`config.mk`:
```
export PLATFORM = sky130hd
export DESIGN_NAME = rs_flag_bank
export DESIGN_NICKNAME = d
export VERILOG_FILES = /design/src/rtl/rs_flag_bank.sv
export SDC_FILE = /design/constraint.sdc
export NUM_CORES = 1
export LEC_CHECK = 0
export BUFFER_PORTS_ARGS = -buffer_cell sky130_fd_sc_hd__buf_2
export CORE_MARGIN = 4
export CORE_UTILIZATION = 30
export DETAILED_ROUTE_END_ITERATION = 10
export GPL_ROUTABILITY_DRIVEN = 0
export GPL_TIMING_DRIVEN = 0
export PLACE_DENSITY_LB_ADDON = 0.05
export RECOVER_POWER = 100
export SETUP_SLACK_MARGIN = 0.5
export SLEW_MARGIN = 25
export SYNTH_ARGS = -nofsm -noshare
export SYNTH_HDL_FRONTEND = slang
export SYNTH_SLANG_ARGS = --single-unit
export TNS_END_PERCENT = 100
```
`constraint.sdc`:
```
create_clock -name clk -period 1.35 [get_ports clk]
set_input_delay 0.27 -clock clk [delete_from_list [all_inputs] [get_ports clk]]
set_output_delay 0.27 -clock clk [all_outputs]
set_load 0.02 [all_outputs]
```
`src/rtl/rs_flag_bank.sv`:
```
// Bank of N set/reset status flags with edge/level event qualification, masked clear-on-read
// and a registered interrupt. Sticky overrun tracking is compiled in by defining RS_FLAG_OVR_EN.
module rs_flag_bank #(
  parameter int N            = 8,
  parameter int SET_DOMINANT = 1,
  parameter int EDGE         = 1,
  parameter int CNT_W        = 4
) (
  input  logic             clk,
  input  logic             reset,
  input  logic [N-1:0]     s,
  input  logic [N-1:0]     r,
  input  logic             rd_clr,
  input  logic [N-1:0]     clr_mask,
  input  logic [N-1:0]     ie,
  input  logic             cnt_clr,
  output logic [N-1:0]     q,
  output logic [N-1:0]     ovr,
  output logic [CNT_W-1:0] ovr_cnt,
  output logic             irq
);

  logic [N-1:0]     s_q, r_q;
  logic [N-1:0]     set_evt, rst_evt, clr_evt, kill;
  logic [N-1:0]     q_next, ovr_next;
  logic [CNT_W-1:0] cnt_next;
  logic             irq_next;

  always_comb begin
    set_evt = (EDGE != 0) ? (s & ~s_q) : s;
    rst_evt = (EDGE != 0) ? (r & ~r_q) : r;
    clr_evt = {N{rd_clr}} & clr_mask;
    kill    = rst_evt | clr_evt;
    // Simultaneous set+kill resolves toward the dominant side; otherwise set -> 1, kill -> 0.
    if (SET_DOMINANT != 0)
      q_next = set_evt | (q & ~kill);
    else
      q_next = (set_evt | q) & ~kill;
  end

`ifdef RS_FLAG_OVR_EN
  // Sum width leaves room for popcount of up to 32 channels on top of the counter.
  localparam int SW = CNT_W + 6;
  localparam logic [SW-1:0] CNT_MAX = SW'((64'd1 << CNT_W) - 64'd1);

  logic [N-1:0]  ovf_evt;
  logic [SW-1:0] pop, sum;

  always_comb begin
    ovf_evt  = set_evt & q;
    ovr_next = ovf_evt | (ovr & ~clr_evt);
    pop      = '0;
    for (int i = 0; i < N; i++) pop = pop + SW'(ovf_evt[i]);
    sum      = SW'(ovr_cnt) + pop;
    if (cnt_clr)
      cnt_next = '0;
    else if (sum > CNT_MAX)
      cnt_next = CNT_MAX[CNT_W-1:0];
    else
      cnt_next = sum[CNT_W-1:0];
    irq_next = |((q_next | ovr_next) & ie);
  end
`else
  logic unused_cnt_clr;

  always_comb begin
    unused_cnt_clr = cnt_clr;
    ovr_next       = '0;
    cnt_next       = '0;
    irq_next       = |(q_next & ie);
  end
`endif

  always_ff @(posedge clk or posedge reset) begin
    if (reset) begin
      s_q     <= '0;
      r_q     <= '0;
      q       <= '0;
      ovr     <= '0;
      ovr_cnt <= '0;
      irq     <= 1'b0;
    end else begin
      s_q     <= s;
      r_q     <= r;
      q       <= q_next;
      ovr     <= ovr_next;
      ovr_cnt <= cnt_next;
      irq     <= irq_next;
    end
  end

endmodule
```
==> results.rst <==
.. list-table::
   :header-rows: 1

   * - Metric
     - Value
   * - Number of antenna cells inserted
     - 0
   * - Class of the tightest hold or removal check
     - primary input to asynchronous set/reset pin
   * - Detailed-route via count
     - 844
   * - First-pass GRT wire length
     - 3.77 mm
   * - WL per Instance
     - roughly 11 µm
   * - Post-Synth Adder-Cell Area
     - 0%
   * - Clock latency on the worst-skew pair
     - about 0.3 ns
   * - Kind of cell adding the most delay to the critical path
     - flip-flops
   * - Worst Skew
     - roughly 0.0029 ns
   * - Root Buffer
     - sky130_fd_sc_hd__clkbuf_4
   * - Share of the synthesized area in the top cell type
     - about 58%
   * - Yosys Warn Count
     - 0
   * - Chip height
     - just under 70 µm
   * - Share of cell area taken by muxes after synthesis
     - 0%
   * - Type of the setup path with the least slack
     - register to output pin
   * - WP data required
     - 1.08 ns
   * - Met2 Track Usage GR
     - 19.2%
   * - Setup repair after global routing missed its margin
     - yes
   * - Maximum fanout encountered on the critical timing path
     - 3
   * - Result of the run
     - finished clean
   * - Routed Wire Length
     - 2.32 mm
   * - Total of flip-flops plus latches after synthesis
     - 25
   * - Delay of the slowest cell on the worst path
     - around 0.39 ns
   * - Core area
     - 3390 µm²
   * - Commonest cells in the netlist
     - 25 x sky130_fd_sc_hd__dfrtp_1, 12 x sky130_fd_sc_hd__buf_4, 9 x sky130_fd_sc_hd__nand4_1
   * - Number of flops mapped to enable cells by yosys
     - 0
   * - Total number of H-tree levels
     - 1
   * - Clock transition time at the flip-flop clock pins of the worst setup and hold paths
     - between 0.1 and 0.15 ns
   * - Count of buffers inserted at the top-level ports
     - 42
   * - Met1 demand-to-capacity share in global routing
     - 13.6%
   * - Pre-antenna DRT Iters
     - 4
   * - Setup violations, final
     - 0
   * - Most used DFF post-synth
     - sky130_fd_sc_hd__dfrtp_1
   * - Master of the slowest instance on the critical path
     - sky130_fd_sc_hd__dfrtp_1
   * - Final-layout worst hold slack
     - 0.0155 ns
   * - DP Wirelength
     - 1.91 mm
   * - Netlist area before placement
     - 1070 µm²
   * - Tcrit/Tclk final
     - 89.2%
   * - M3 GR Usage
     - 1.83%
   * - Static leakage power
     - 0.670 nW
   * - Initial Util
     - roughly a third
   * - Post-Layout Inst Area
     - 1400 µm²
   * - Synth async-reset ratio
     - 100%
   * - Number of I/O pins
     - 57
   * - Clock tree sinks
     - 25
   * - Number of antenna violations at the first check in global routing
     - 0
   * - Busiest metal layer after global routing
     - met2
   * - Vias in the first global route
     - approximately 910
   * - Std-Cell Rows
     - 21
   * - Most area-consuming cells after synthesis
     - sky130_fd_sc_hd__dfrtp_1 58%, sky130_fd_sc_hd__buf_4 8.4%, sky130_fd_sc_hd__nand4_1 5.3%, sky130_fd_sc_hd__nand3b_1 4.9%, sky130_fd_sc_hd__nand2b_1 4.7%
   * - Worst rel slew slack
     - a little over two fifths
   * - Total congestion overflow
     - 0
   * - Leading cell type by number of instances after synthesis
     - sky130_fd_sc_hd__dfrtp_1
   * - Post-layout total power
     - ~1.4 mW
   * - Nature of the critical path endpoint
     - output pin
   * - Clock tree from TritonCTS
     - built
   * - Area Overhead vs Synth
     - 31.1%
   * - Number of vias per cell
     - roughly 4
   * - Total clock buffers created by CTS
     - 3
   * - Final TNS setup
     - 0 ns
   * - Number of distinct library cells after synthesis
     - 16
   * - Share of final-layout standard cells stronger than drive strength 1
     - 23.8%
   * - Cell count after synthesis
     - between 100 and 150
   * - Max Fclk
     - just over 800 MHz
   * - All-Layer GR Usage
     - 11.1%
   * - Area leader, netlist
     - sky130_fd_sc_hd__dfrtp_1
   * - Sequential element share of the synthesized area
     - between 50% and 60%
   * - Slew of the pin with the lowest slew margin
     - 0.860 ns
   * - CP Launch Type
     - register
   * - Inst Count DP
     - 200
   * - Buffer depth of the longest clock path
     - 2
   * - Final Hold Vio Count
     - 0
   * - Synthesized-area fraction occupied by ao, oa, aoi and oai cells
     - 5.38%
   * - PwrDens
     - 1020 nW/µm²
   * - First DRT Iteration DRCs
     - 29
   * - Max cap viols
     - 0
   * - Sequence of cells on the critical path
     - clkbuf_1
   * - Count of unresolved DRC violations after routing
     - 0
   * - Min cycle time layout
     - 1.20 ns
   * - Placed Area
     - 1400 µm²
   * - Synth Area in XOR/XNOR
     - 0%
   * - Synthesized-area fraction occupied by and/or/nand/nor cells
     - a little under a quarter
   * - Worst path arrival time
     - about 0.93 ns
   * - Slack of the worst reg-to-reg path
     - between 0.1 and 0.15 ns
   * - Largest family of logic cells by synthesized area
     - simple AND/OR/NAND/NOR gates
   * - Mean post-synth cell area
     - 10.6 µm²
   * - Largest net degree at the start of global routing
     - 26
   * - Layout net count
     - 197
   * - Die X-Extent
     - 67.7 µm
   * - Count of buffer and inverter cells on the critical path
     - 1
   * - Number of non-filler instances in the completed layout
     - 206
   * - VDD IR max
     - between 0.0004 and 0.0005 V
   * - Full die area
     - ~4600 µm²
   * - Slew Limit Fails
     - 0
   * - Antenna violation net count after detailed routing
     - 0
-- metrics by stage --
step / utilization (%) / worst slack [ns]
finish: 41.4 / 0.146
CTS: 44.4 / 0.169
detailed placement: 41.3 / 0.133
global placement: 41.3 / 0.137
global route: 41.4 / 0.0749
floorplan: - / 0.250
-- layer usage --
layer / up-vias / share of wire (%)
met3: 2 / 9.7
met1: 373 / 44
met2: 34 / 46
met4: 0 / 0.77
met5: - / 0
li1: 435 / -
-- cell usage in the layout (no fill, tap or decap) --
master / instances
sky130_fd_sc_hd__buf_2: 17
sky130_fd_sc_hd__conb_1: 12
sky130_fd_sc_hd__o21ai_0: 8
sky130_fd_sc_hd__clkinv_1: 3
sky130_fd_sc_hd__dfrtp_1: 25
sky130_fd_sc_hd__o2111ai_1: 1
sky130_fd_sc_hd__or3_1: 1
sky130_fd_sc_hd__buf_6: 1
sky130_fd_sc_hd__nand4_1: 9
sky130_fd_sc_hd__and4_1: 1
sky130_fd_sc_hd__buf_4: 14
sky130_fd_sc_hd__nand3_2: 1
sky130_fd_sc_hd__clkbuf_4: 3
sky130_fd_sc_hd__clkbuf_2: 1
sky130_fd_sc_hd__clkbuf_1: 25
sky130_fd_sc_hd__inv_1: 7
sky130_fd_sc_hd__nand2b_4: 1
sky130_fd_sc_hd__nand3_1: 7
sky130_fd_sc_hd__o31a_1: 1
sky130_fd_sc_hd__nand3b_1: 7
sky130_fd_sc_hd__nand2_1: 8
sky130_fd_sc_hd__nand2b_1: 7
-- state kept, by name, summed over array words and instances (netlist names) --
signal	cells
irq	1
q	8
r_q	8
s_q	8
-- cell type report --
class,instances,area (µm²)
clock buffers,4,26.3
plain buffers,13,101
well taps,46,57.6
repair buffers,44,195
inverters,10,37.5
flip-flops and latches,25,626
multi-input cells,64,359
fillers,350,1990
-- path summary, 6_finish.rpt --
path                             startpoint                to  depth (start not counted)
setup / recovery             q[6]$_DFF_PP0_              q[6]                          1
hold / removal                        reset  r_q[2]$_DFF_PP0_                          2
setup reg to reg           r_q[1]$_DFF_PP0_     irq$_DFF_PP0_                          4
hold reg to reg            s_q[6]$_DFF_PP0_    q[6]$_DFF_PP0_                          1
max in group asynchronous             reset  s_q[1]$_DFF_PP0_                          2
min in group clk                       r[4]  r_q[4]$_DFF_PP0_                          1
-- power breakdown --
part	total [mW]	internal, mW	switching [mW]
clock network	0.318	0.115	0.203
logic	0.284	0.117	0.167
registers	0.827	0.802	0.0257
total	1.43	1.03	0.396
-- kinds of logic (layout without fill, tap and decap cells) --
family | after synthesis | count (layout)
buffers and inverters | 23 | 71
flip-flops | 25 | 25
AND/OR/NAND/NOR | 42 | 42
other | 1 | 12
AO/OA/AOI/OAI | 10 | 10
-- timing repair --
item	CTS	global route
pin swaps	3	0
hold buffers	0	0
gates resized for setup	19	5
setup endpoints to repair	10	13
buffers inserted	2	0
Power figures use the tool's default switching activity.
